## src/rtl/gnn_pkg.sv

```systemverilog
// Shared types and sizing for the GNN layer-2 result streamer.
// Latency: n/a (declarations only).
// Backpressure: n/a.
package gnn_pkg;

    localparam int GNN_DATA_W    = 21;
    localparam int GNN_NUM_NODES = 4;
    localparam int GNN_NUM_OUT   = 2;

    typedef logic signed [GNN_DATA_W-1:0] gnn_word_t;

    typedef enum logic [0:0] {
        IDLE   = 1'b0,
        STREAM = 1'b1
    } strm_state_t;

endpackage

```

## src/rtl/gnn_argmax2.sv

```systemverilog
// Two-way signed compare: gt=1 when out1 is strictly greater than out0 (a tie gives 0).
// Latency: combinational.
// Backpressure: none.
module gnn_argmax2 #(
    parameter int DATA_W = 21
) (
    input  logic [DATA_W-1:0] out0,
    input  logic [DATA_W-1:0] out1,
    output logic              gt
);

    assign gt = ($signed(out1) > $signed(out0));

endmodule

```

## src/rtl/gnn_result_streamer.sv

```systemverilog
// Captures NUM_NODES x NUM_OUT MAC results on the rising edge of "all ready" and streams them out one word per beat.
// Latency: first beat valid 1 clk after the capture event; 8 beats in 8 clocks when there are no stalls.
// Backpressure: m_ready low holds the current beat stable. Captures arriving mid-stream are dropped and set sticky overrun.
// Optional per-node argmax labels are built only when GNN_ARGMAX_EN is defined; otherwise class_vec/class_vld are 0.
module gnn_result_streamer
    import gnn_pkg::*;
#(
    parameter int DATA_W    = GNN_DATA_W,
    parameter int NUM_NODES = GNN_NUM_NODES,
    parameter int NUM_OUT   = GNN_NUM_OUT
) (
    input  logic                                 clk,
    input  logic                                 rst_n,
    input  logic [NUM_NODES*NUM_OUT*DATA_W-1:0]  res_data,
    input  logic [NUM_NODES*NUM_OUT-1:0]         res_rdy,
    output logic                                 m_valid,
    input  logic                                 m_ready,
    output logic [DATA_W-1:0]                    m_data,
    output logic [$clog2(NUM_NODES)-1:0]         m_node,
    output logic [$clog2(NUM_OUT)-1:0]           m_out,
    output logic                                 m_last,
    output logic                                 busy,
    output logic                                 overrun,
    output logic [NUM_NODES-1:0]                 class_vec,
    output logic                                 class_vld
);

    localparam int NUM_WORDS = NUM_NODES * NUM_OUT;
    localparam int IDX_W     = $clog2(NUM_WORDS);
    localparam int NODE_W    = $clog2(NUM_NODES);
    localparam int OUT_W     = $clog2(NUM_OUT);

    localparam logic [IDX_W-1:0] LAST_IDX = IDX_W'(NUM_WORDS - 1);
    localparam logic [IDX_W-1:0] NOUT_IDX = IDX_W'(NUM_OUT);

    strm_state_t       state_q;
    logic [IDX_W-1:0]  idx_q;
    logic [DATA_W-1:0] buf_q [NUM_WORDS];
    logic              all_q;
    logic              overrun_q;

    logic all_rdy;
    logic cap_ev;
    logic streaming;
    logic at_last;
    logic beat;
    logic last_beat;
    logic cap_acc;
    logic cap_drop;

    assign all_rdy   = &res_rdy;
    assign cap_ev    = all_rdy & ~all_q;
    assign streaming = (state_q == STREAM);
    assign at_last   = (idx_q == LAST_IDX);
    assign beat      = streaming & m_ready;
    assign last_beat = beat & at_last;
    // A capture landing exactly on the final beat is chained into a new stream with no bubble.
    assign cap_acc   = cap_ev & (~streaming | last_beat);
    assign cap_drop  = cap_ev & streaming & ~last_beat;

    // Output mux is a pure function of the held index, so a stall cannot disturb the beat.
    assign m_valid = streaming;
    assign busy    = streaming;
    assign m_data  = streaming ? buf_q[idx_q] : '0;
    assign m_node  = streaming ? NODE_W'(idx_q / NOUT_IDX) : '0;
    assign m_out   = streaming ? OUT_W'(idx_q % NOUT_IDX) : '0;
    assign m_last  = streaming & at_last;
    assign overrun = overrun_q;

    // Control: edge detect on all-ready, stream FSM, beat index and sticky overrun.
    always_ff @(posedge clk or negedge rst_n) begin
        if (!rst_n) begin
            state_q   <= IDLE;
            idx_q     <= '0;
            all_q     <= 1'b0;
            overrun_q <= 1'b0;
        end else begin
            all_q <= all_rdy;
            if (cap_drop) begin
                overrun_q <= 1'b1;
            end
            if (cap_acc) begin
                state_q <= STREAM;
                idx_q   <= '0;
            end else if (last_beat) begin
                state_q <= IDLE;
                idx_q   <= '0;
            end else if (beat) begin
                idx_q <= idx_q + 1'b1;
            end
        end
    end

    // Result buffer: loaded only on an accepted capture, otherwise held for the whole stream.
    always_ff @(posedge clk or negedge rst_n) begin
        if (!rst_n) begin
            for (int k = 0; k < NUM_WORDS; k++) begin
                buf_q[k] <= '0;
            end
        end else if (cap_acc) begin
            for (int k = 0; k < NUM_WORDS; k++) begin
                buf_q[k] <= res_data[k*DATA_W +: DATA_W];
            end
        end
    end

`ifdef GNN_ARGMAX_EN
    logic [NUM_NODES-1:0] node_gt;
    logic [NUM_NODES-1:0] class_q;
    logic                 class_vld_q;

    for (genvar n = 0; n < NUM_NODES; n++) begin : g_argmax
        gnn_argmax2 #(
            .DATA_W (DATA_W)
        ) u_argmax (
            .out0 (res_data[(n*NUM_OUT)*DATA_W +: DATA_W]),
            .out1 (res_data[(n*NUM_OUT+1)*DATA_W +: DATA_W]),
            .gt   (node_gt[n])
        );
    end

    // Labels are sampled from the same res_data that goes into the buffer, on the same edge.
    always_ff @(posedge clk or negedge rst_n) begin
        if (!rst_n) begin
            class_q     <= '0;
            class_vld_q <= 1'b0;
        end else begin
            class_vld_q <= cap_acc;
            if (cap_acc) begin
                class_q <= node_gt;
            end
        end
    end

    assign class_vec = class_q;
    assign class_vld = class_vld_q;
`else
    assign class_vec = '0;
    assign class_vld = 1'b0;
`endif

endmodule

```

## config.mk

```make
export PLATFORM = sky130hd
export DESIGN_NAME = gnn_result_streamer
export DESIGN_NICKNAME = d
export VERILOG_FILES = /design/src/rtl/gnn_pkg.sv /design/src/rtl/gnn_argmax2.sv /design/src/rtl/gnn_result_streamer.sv
export SDC_FILE = /design/constraint.sdc
export NUM_CORES = 1
export LEC_CHECK = 0
export BUFFER_PORTS_ARGS = -buffer_cell sky130_fd_sc_hd__buf_2
export CORE_AREA = 2 2 132 134
export DETAILED_ROUTE_END_ITERATION = 6
export DIE_AREA = 0 0 134 136
export GPL_ROUTABILITY_DRIVEN = 0
export MAX_ROUTING_LAYER = met4
export PLACE_DENSITY = 0.76
export SLEW_MARGIN = 20
export SYNTH_ARGS = -nofsm -noshare
export SYNTH_HDL_FRONTEND = slang
export SYNTH_SLANG_ARGS = --single-unit
export TNS_END_PERCENT = 50
```

## constraint.sdc

```tcl
create_clock -name clk -period 2.2 [get_ports clk]
set_input_delay 0.44 -clock clk [delete_from_list [all_inputs] [get_ports clk]]
set_output_delay 0.44 -clock clk [all_outputs]
set_load 0.02 [all_outputs]
```

# Word-level counts from Yosys, hierarchy flattened
# Cells that the tools add are included.
# classes
eq_ne,1
n_lt_le_gt_ge,1
n_mux,11
bitwise_logic,12
addsub,1
n_reduce_logical,3
# ops
op,count
$bmux 21 s3,1
$mux 21,3
$mux 3,3
$reduce_and 8->1,1
$and 1x1->1,7
$ge 4x4->1 const B,1
$not 3->4,1
$add 3x1->3 const B,1
$eq 3x3->1 const B,1
$mux 1,3
$not 1->1,3
$reduce_bool 3->1,1
$mux 2,1
$reduce_bool 2->1,1
$or 1x1->1,1
# totals
register_bits,174
wordCells,41

# Logic depth before layout (Yosys ltp)
# Gate-level depths: netlist of run 1.
# depth
word_depth,5
ltp_mapped,7
ltp_nobuf,5

# Least setup slack after synthesis of run 1
# No wires, ideal clock.
# synth_path
kind,register to output
startpoint,register idx_q[1]
endpoint,output m_data[10]
stages_incl_launch_ff,6
required_ns,1.760
t_arrival_ns,1.757
n_path_buf,2
slack_ns,0.003
path_cell_list,dfrtp_1 -> clkbuf_1 -> buf_2 -> mux4_2 -> o22ai_1 -> nor2_1
# synth_between
elab_chain_cells,5
# synth_rtl
element,line,source
"start, declared",gnn_result_streamer.sv:37,logic [IDX_W-1:0] idx_q;
"start signal, assigned",gnn_result_streamer.sv:89,idx_q <= idx_q + 1'b1;
$not 3->4 (not written as such),gnn_result_streamer.sv:64,assign m_data = streaming ? buf_q[idx_q] : '0;
$bmux 21 s3,gnn_result_streamer.sv:64,
$mux 21 (not written as such) (2 in series),gnn_result_streamer.sv:64,
$mux 21,gnn_result_streamer.sv:64,
"end, declared",gnn_result_streamer.sv:18,"output logic [DATA_W-1:0] m_data,"
# No other way between the ends. The select of a mux whose other input is x is not followed.

# Worst setup path in the final report of run 1
# layout_path
startpoint,register idx_q[1]
endpoint,output m_data[14]
# Same word-level chain as after synthesis.

==> reports/metrics.csv, run 1 <==
metric,value,unit
Register Area,4357,um^2
Worst Hold Launch,res_data[95],
DRC marker count from the first detailed-route iteration,263,
CTS Buf Count,17,
Sink Count,174,
GRT Total Usage,0.2257,
Min-Delay Endpoint,buf_q[74],
Setup crit end kind,primary output,
FP Rows,48,
# fillers,1283,
Clock transition at path regs,0.07,ns
reg2reg setup slack,-0.01,ns
"Clk Latency, worst-skew pair",0.43,ns
global route total overflow,0,
"count leader, synth",dfrtp_1,
synth warn,0,
Post-Syn Area,7948,um^2
initial antenna violation count,6,
nets,951,
routed len/inst,21.30,um
pwr dens,893.0,nW/um^2
Core Area,16880,um^2
RSZ-0062 raised after global routing,yes,
max-cap viol count,0,
Tmin final,2.498,ns
global-route wire length before repair,30120,um
number of synthesized flops with an enable pin,0,
Clock Skews,0.006477,ns
Worst Path Max Fanout,10,
Worst Path Required,1.76,ns
reg2reg start,idx_q[1],
drt total wl,21600,um
Hold Slack,0.2250,ns
port bufs,206,
Finished Layout Cells,1014,
final hold vios,0,
Worst EP arrival,2.06,ns
Die Wd,134,um
WS Path Type,reg -> out,
Die Span Y,136,um
DRT Pass-1 Iters,4,
worst IR drop on VDD,0.5852,mV
Async SR Flop Fraction,1.000,
Hold Path Depth,2,
Synth top area share,0.5479,
Lkg Pwr,5.369,nW
via count,5461,
largest net degree at the start of global routing,86,
Slew HR,0.6536,
failing checks,negative setup slack,
Synth top cells by count,"174 x dfrtp_1, 123 x mux2_2, 87 x mux2_1, 24 x nor2_1",
CTS tree,built,
Startpoint Class,flip-flop,
Synth cell types,25,
area grow syn2layout,33.91,%
biggest area consumer among synthesized cells,dfrtp_1,
min-delay worst type,in -> reg,
Longest Clk Path Bufs,2,
Final Max Slew Viols,0,
fraction of layout instances using a drive strength above 1,0.5849,
Worst R2R End,buf_q[141],
Most used DFF post-synth,dfrtp_1,
CTS H-tree depth,4,
post-route clock period utilization,1.135,
Final WS setup,-0.2980,ns
top post-synthesis cells by area,"dfrtp_1 55%, mux2_2 17%, mux2_1 12%",
CTS root buf,clkbuf_16,
I/O pin count,212,
# DRC,0,
worst slew pin tran,0.5195,ns
footprint of the multi-input gates,3616,um^2
endpoints failing setup,28,
Yosys reg bits,174,
share of the yosys chip area belonging to registers,0.5479,
placed instance area,9338,um^2
DR vias/cell,5.386,
status,"finished, violations left",
DPL Wire Length,14100,um
post-layout instance area,10640,um^2
R2R cell count,10,
Starting Density,0.4709,
ANT nets after route,0,
die footprint,18220,um^2
Max Freq,0.4003,GHz
DP Cell Count,953,
vias in the first global route,5672,
Mapped Cells,539,
Avg Inst Size Synth,14.75,um^2
-- kinds of logic (layout without fill, tap and decap cells) --
logic type               after synthesis  in the layout  synth area share
AO/OA/AOI/OAI                         46             46           0.03290
adder cells (fa/ha/maj)                2              2          0.003148
buffers and inverters                 44            284           0.03337
flip-flops                           174            174            0.5479
multiplexers                         232            232            0.3583
other                                  1             11         0.0004718
AND/OR/NAND/NOR                       40             40           0.02393
-- stage by stage --
step                      total power [mW]  utilization  setup WS [ns]  TNS [ns]
final                                9.504       0.6306        -0.2980    -5.520
after floorplan                      5.057            -       0.003209         0
after CTS                            9.307       0.5982        -0.3201    -8.878
after global placement               5.920       0.5533         0.1350         0
after global routing                 9.882       0.6306        -0.3698    -10.31
after detailed placement             5.997       0.5533        0.03161         0
-- cell type report --
type / instances / area share
Multi-Input combinational cell: 325 / 0.3398
Timing Repair Buffer: 252 / 0.1656
Sequential cell: 174 / 0.4094
Tap cell: 225 / 0.02645
Antenna cell: 6 / 0.001411
Clock inverter: 11 / 0.01223
Clock buffer: 21 / 0.04514
-- state kept, by name, indices dropped and copies added (netlist names) --
name	cells
busy	1
overrun	1
idx_q	3
all_q	1
buf_q	168
-- routing by layer --
| layer | routed length, um | track usage | vias up |
|---|---|---|---|
| met5 | 0 | - | - |
| met4 | 548 | 0.09693 | 0 |
| met3 | 1179 | 0.04623 | 40 |
| met2 | 10860 | 0.3584 | 195 |
| met1 | 9004 | 0.2834 | 2786 |
| li1 | - | - | 2440 |
-- worst max path at each step --
stage / slack, ns / to / cells past startpoint / from
after floorplan: 0.003 / m_data[10] / 5 / idx_q[1]
after CTS: -0.32 / m_data[5] / 6 / idx_q[1]
final: -0.30 / m_data[14] / 5 / idx_q[1]
after detailed placement: 0.03 / buf_q[46] / 6 / idx_q[1]
after global placement: 0.13 / buf_q[47] / 6 / idx_q[1]
after global routing: -0.37 / m_data[5] / 6 / idx_q[1]
-- critical path, cell delays in order (launching register included) --
cell     delay, ns
dfrtp_2       0.46
buf_12        0.17
mux4_2        0.57
o22ai_2       0.19
nor2_1        0.07
buf_2         0.16
-- placed cells by master (no fill, tap or decap), types with 2 or more instances in the layout --
cell,Yosys,final
inv_6,0,2
o22ai_1,21,12
clkinvlp_4,0,4
buf_2,11,201
o21ai_0,21,11
and2_1,4,4
clkbuf_8,0,4
nor2_1,24,24
dfrtp_1,174,172
buf_8,0,4
dfrtp_2,0,2
ha_4,0,2
nand4b_1,2,2
bufinv_16,0,2
buf_6,7,9
o21ai_1,0,10
clkinv_4,0,2
nand2_1,4,4
mux2_1,87,73
mux4_2,21,21
a21oi_1,2,2
conb_1,1,5
buf_4,9,16
buf_16,0,2
clkbuf_16,0,23
mux2_2,123,92
mux2_4,0,45
diode_2,0,6
nand4_1,2,2
buf_12,0,13
o22ai_2,0,9
-- what timing repair did --
action | CTS | global route
endpoints found under the hold margin | 49 | 0
gates resized for setup | 21 | 80
buffers inserted | 2 | 8
hold buffers | 1 | 0
gates cloned | 1 | 11
pin swaps | 1 | 0
setup endpoints to repair | 22 | 167
-- power by group --
group / leakage [nW] / internal (mW) / switching [mW]
logic: 2.72 / 1.39 / 1.35
clock network: 0.288 / 1.80 / 1.29
registers: 2.36 / 3.48 / 0.187
total: 5.37 / 6.68 / 2.82
No activity file was read; power rests on OpenSTA's default activity.
==> inputs of run 2 (changes only) <==
--- a/config.mk
+++ b/config.mk
@@ -6,9 +6,9 @@
 export NUM_CORES = 1
 export LEC_CHECK = 0
 export BUFFER_PORTS_ARGS = -buffer_cell sky130_fd_sc_hd__buf_2
-export CORE_AREA = 2 2 132 134
+export CORE_AREA = 2 2 147 121
 export DETAILED_ROUTE_END_ITERATION = 6
-export DIE_AREA = 0 0 134 136
+export DIE_AREA = 0 0 149 123
 export GPL_ROUTABILITY_DRIVEN = 0
 export MAX_ROUTING_LAYER = met4
 export PLACE_DENSITY = 0.76
==> run 2 against run 1 <==
The flow still finishes with violations (negative setup slack); design area down 4.3%; first-iteration DRC count up 11%; utilization down 2.8 points; largest cell class unchanged; sequential cell count unchanged; sequential share of layout area up 1.9 points; clock power about the same; register-to-register slack better by 0.02 ns; routed wire length down 7.5%.
==> reports/metrics.csv, run 2 (same netlist as run 1, synthesis figures left out) <==
metric,value,unit
status,"finished, violations left",
failing checks,negative setup slack,
DPL Wire Length,14270,um
global route total overflow,0,
Starting Density,0.4704,
worst IR drop on VDD,0.4867,mV
"Cell Chain, Critical Path",buf_6 > mux4_2 > o22ai_1 > nor2_1 > buf_2,
Die Span Y,123,um
R2R cell count,10,
CTS Buf Count,17,
most frequent cells in the layout,"203 x buf_2, 172 x dfrtp_1, 123 x mux2_2",
Clock transition at path regs,0.07,ns
CTS tree,built,
Worst Path Max Fanout,7,
Slew HR,0.6560,
area grow syn2layout,28.16,%
CTS root buf,clkbuf_16,
Sink Count,174,
min-delay worst type,in -> reg,
initial antenna violation count,3,
FP Rows,43,
# fillers,1350,
DP Cell Count,952,
GRT Total Usage,0.2247,
port bufs,206,
Setup crit start,idx_q[1],
Core Area,16890,um^2
"Clk Latency, worst-skew pair",0.42,ns
Worst EP arrival,2.01,ns
CTS H-tree depth,4,
drt total wl,19970,um
Tmin final,2.451,ns
Biggest register,buf_q,
Setup crit end kind,primary output,
# DRC,0,
largest net degree at the start of global routing,63,
WS Path Type,reg -> out,
CP max stage delay,0.56,ns
Worst Hold Launch,res_data[71],
reg2reg setup slack,0.01,ns
setup TNS,-4.347,ns
reg2reg start,idx_q[1],
global-route wire length before repair,30210,um
I/O pin count,212,
Finished Layout Cells,997,
pre-CTS setup slack,0.07629,ns
top flop regs,"buf_q: 168 flops, idx_q: 3 flops",
worst slew pin tran,0.5160,ns
Hold Path Depth,2,
nets,936,
"commonest non-fill, non-tap cell in the layout",buf_2,
routed len/inst,20.03,um
ANT nets after route,0,
Final Max Slew Viols,0,
vias in the first global route,5689,
crit-path leading delay family,multiplexers,
Lkg Pwr,5.204,nW
DRT Pass-1 Iters,4,
Min-Delay Endpoint,buf_q[92],
die footprint,18330,um^2
final hold vios,0,
fraction of layout instances using a drive strength above 1,0.5560,
DRC marker count from the first detailed-route iteration,291,
Longest Clk Path Bufs,2,
via count,5352,
Max Freq,0.4081,GHz
RSZ-0062 raised after global routing,yes,
CP bufs+invs,2,
Final WS setup,-0.2506,ns
post-route clock period utilization,1.114,
Clock Skews,0.008961,ns
Worst R2R End,buf_q[85],
Startpoint Class,flip-flop,
Die Wd,149,um
Worst Path Required,1.76,ns
DR vias/cell,5.368,
slowest CP cell,mux4_2,
pwr dens,901.4,nW/um^2
max-cap viol count,0,
Largest register FFs,168,
endpoints failing setup,22,
-- run 2: cell count changes in the layout (fill, tap and decap cells not counted), sizes merged --
cell      previous run  this run
buf                245       233
inv                  2         4
diode                6         4
clkinv               3         7
bufinv               2         3
clkbuf              27        20
clkinvlp             4         1
-- run 2: through the flow --
stage / hold WS, ns / instance area (um^2) / power, mW / util
2_1_floorplan: 0.1444 / 7963 / 5.057 / -
3_3_place_gp: 0.4113 / 9345 / 5.896 / 0.5532
3_5_place_dp: 0.4222 / 9345 / 5.970 / 0.5532
4_1_cts: 0.2151 / 10050 / 9.207 / 0.5948
5_1_grt: 0.2189 / 10180 / 9.592 / 0.6028
6_report: 0.2264 / 10190 / 9.182 / 0.6029
-- run 2: power breakdown --
part	total, mW	switching [mW]	internal, mW
combinational	2.40	1.25	1.15
sequential	3.66	0.171	3.49
clock	3.12	1.31	1.81
-- run 2: layout make-up --
cell class | count | area (um^2) | area share
Clock buffer | 17 | 425.4 | 0.04176
Clock inverter | 15 | 185.2 | 0.01818
Multi-Input combinational cell | 325 | 3418 | 0.3356
Sequential cell | 174 | 4359 | 0.4280
Tap cell | 225 | 281.5 | 0.02764
Antenna cell | 4 | 10.01 | 0.0009827
Timing Repair Buffer | 237 | 1506 | 0.1479
-- run 2: timing repair --
item                                    4_1_cts  5_1_grt
buffers inserted                              1        4
cloned                                        0        3
resized for setup                            18        9
endpoints found under the setup margin       22      114
hold buffers                                  1        0
endpoints found under the hold margin        48        0
-- run 2: metal layers --
| layer | track usage | wire length (um) | up-vias |
|---|---|---|---|
| li1 | - | - | 2405 |
| met1 | 0.3139 | 9229 | 2707 |
| met2 | 0.3249 | 9094 | 204 |
| met3 | 0.05055 | 1172 | 36 |
| met4 | 0.08155 | 471 | 0 |
| met5 | - | 0 | - |
-- run 2: worst max path at each step --
| stage | endpoint | slack, ns | cells past startpoint |
|---|---|---|---|
| final | m_data[15] | -0.25 | 5 |
| after global routing | m_data[16] | -0.33 | 6 |
| after CTS | m_data[16] | -0.25 | 5 |
| after detailed placement | buf_q[105] | 0.08 | 7 |
| after global placement | m_data[12] | 0.15 | 5 |
| after floorplan | m_data[10] | 0.003 | 5 |
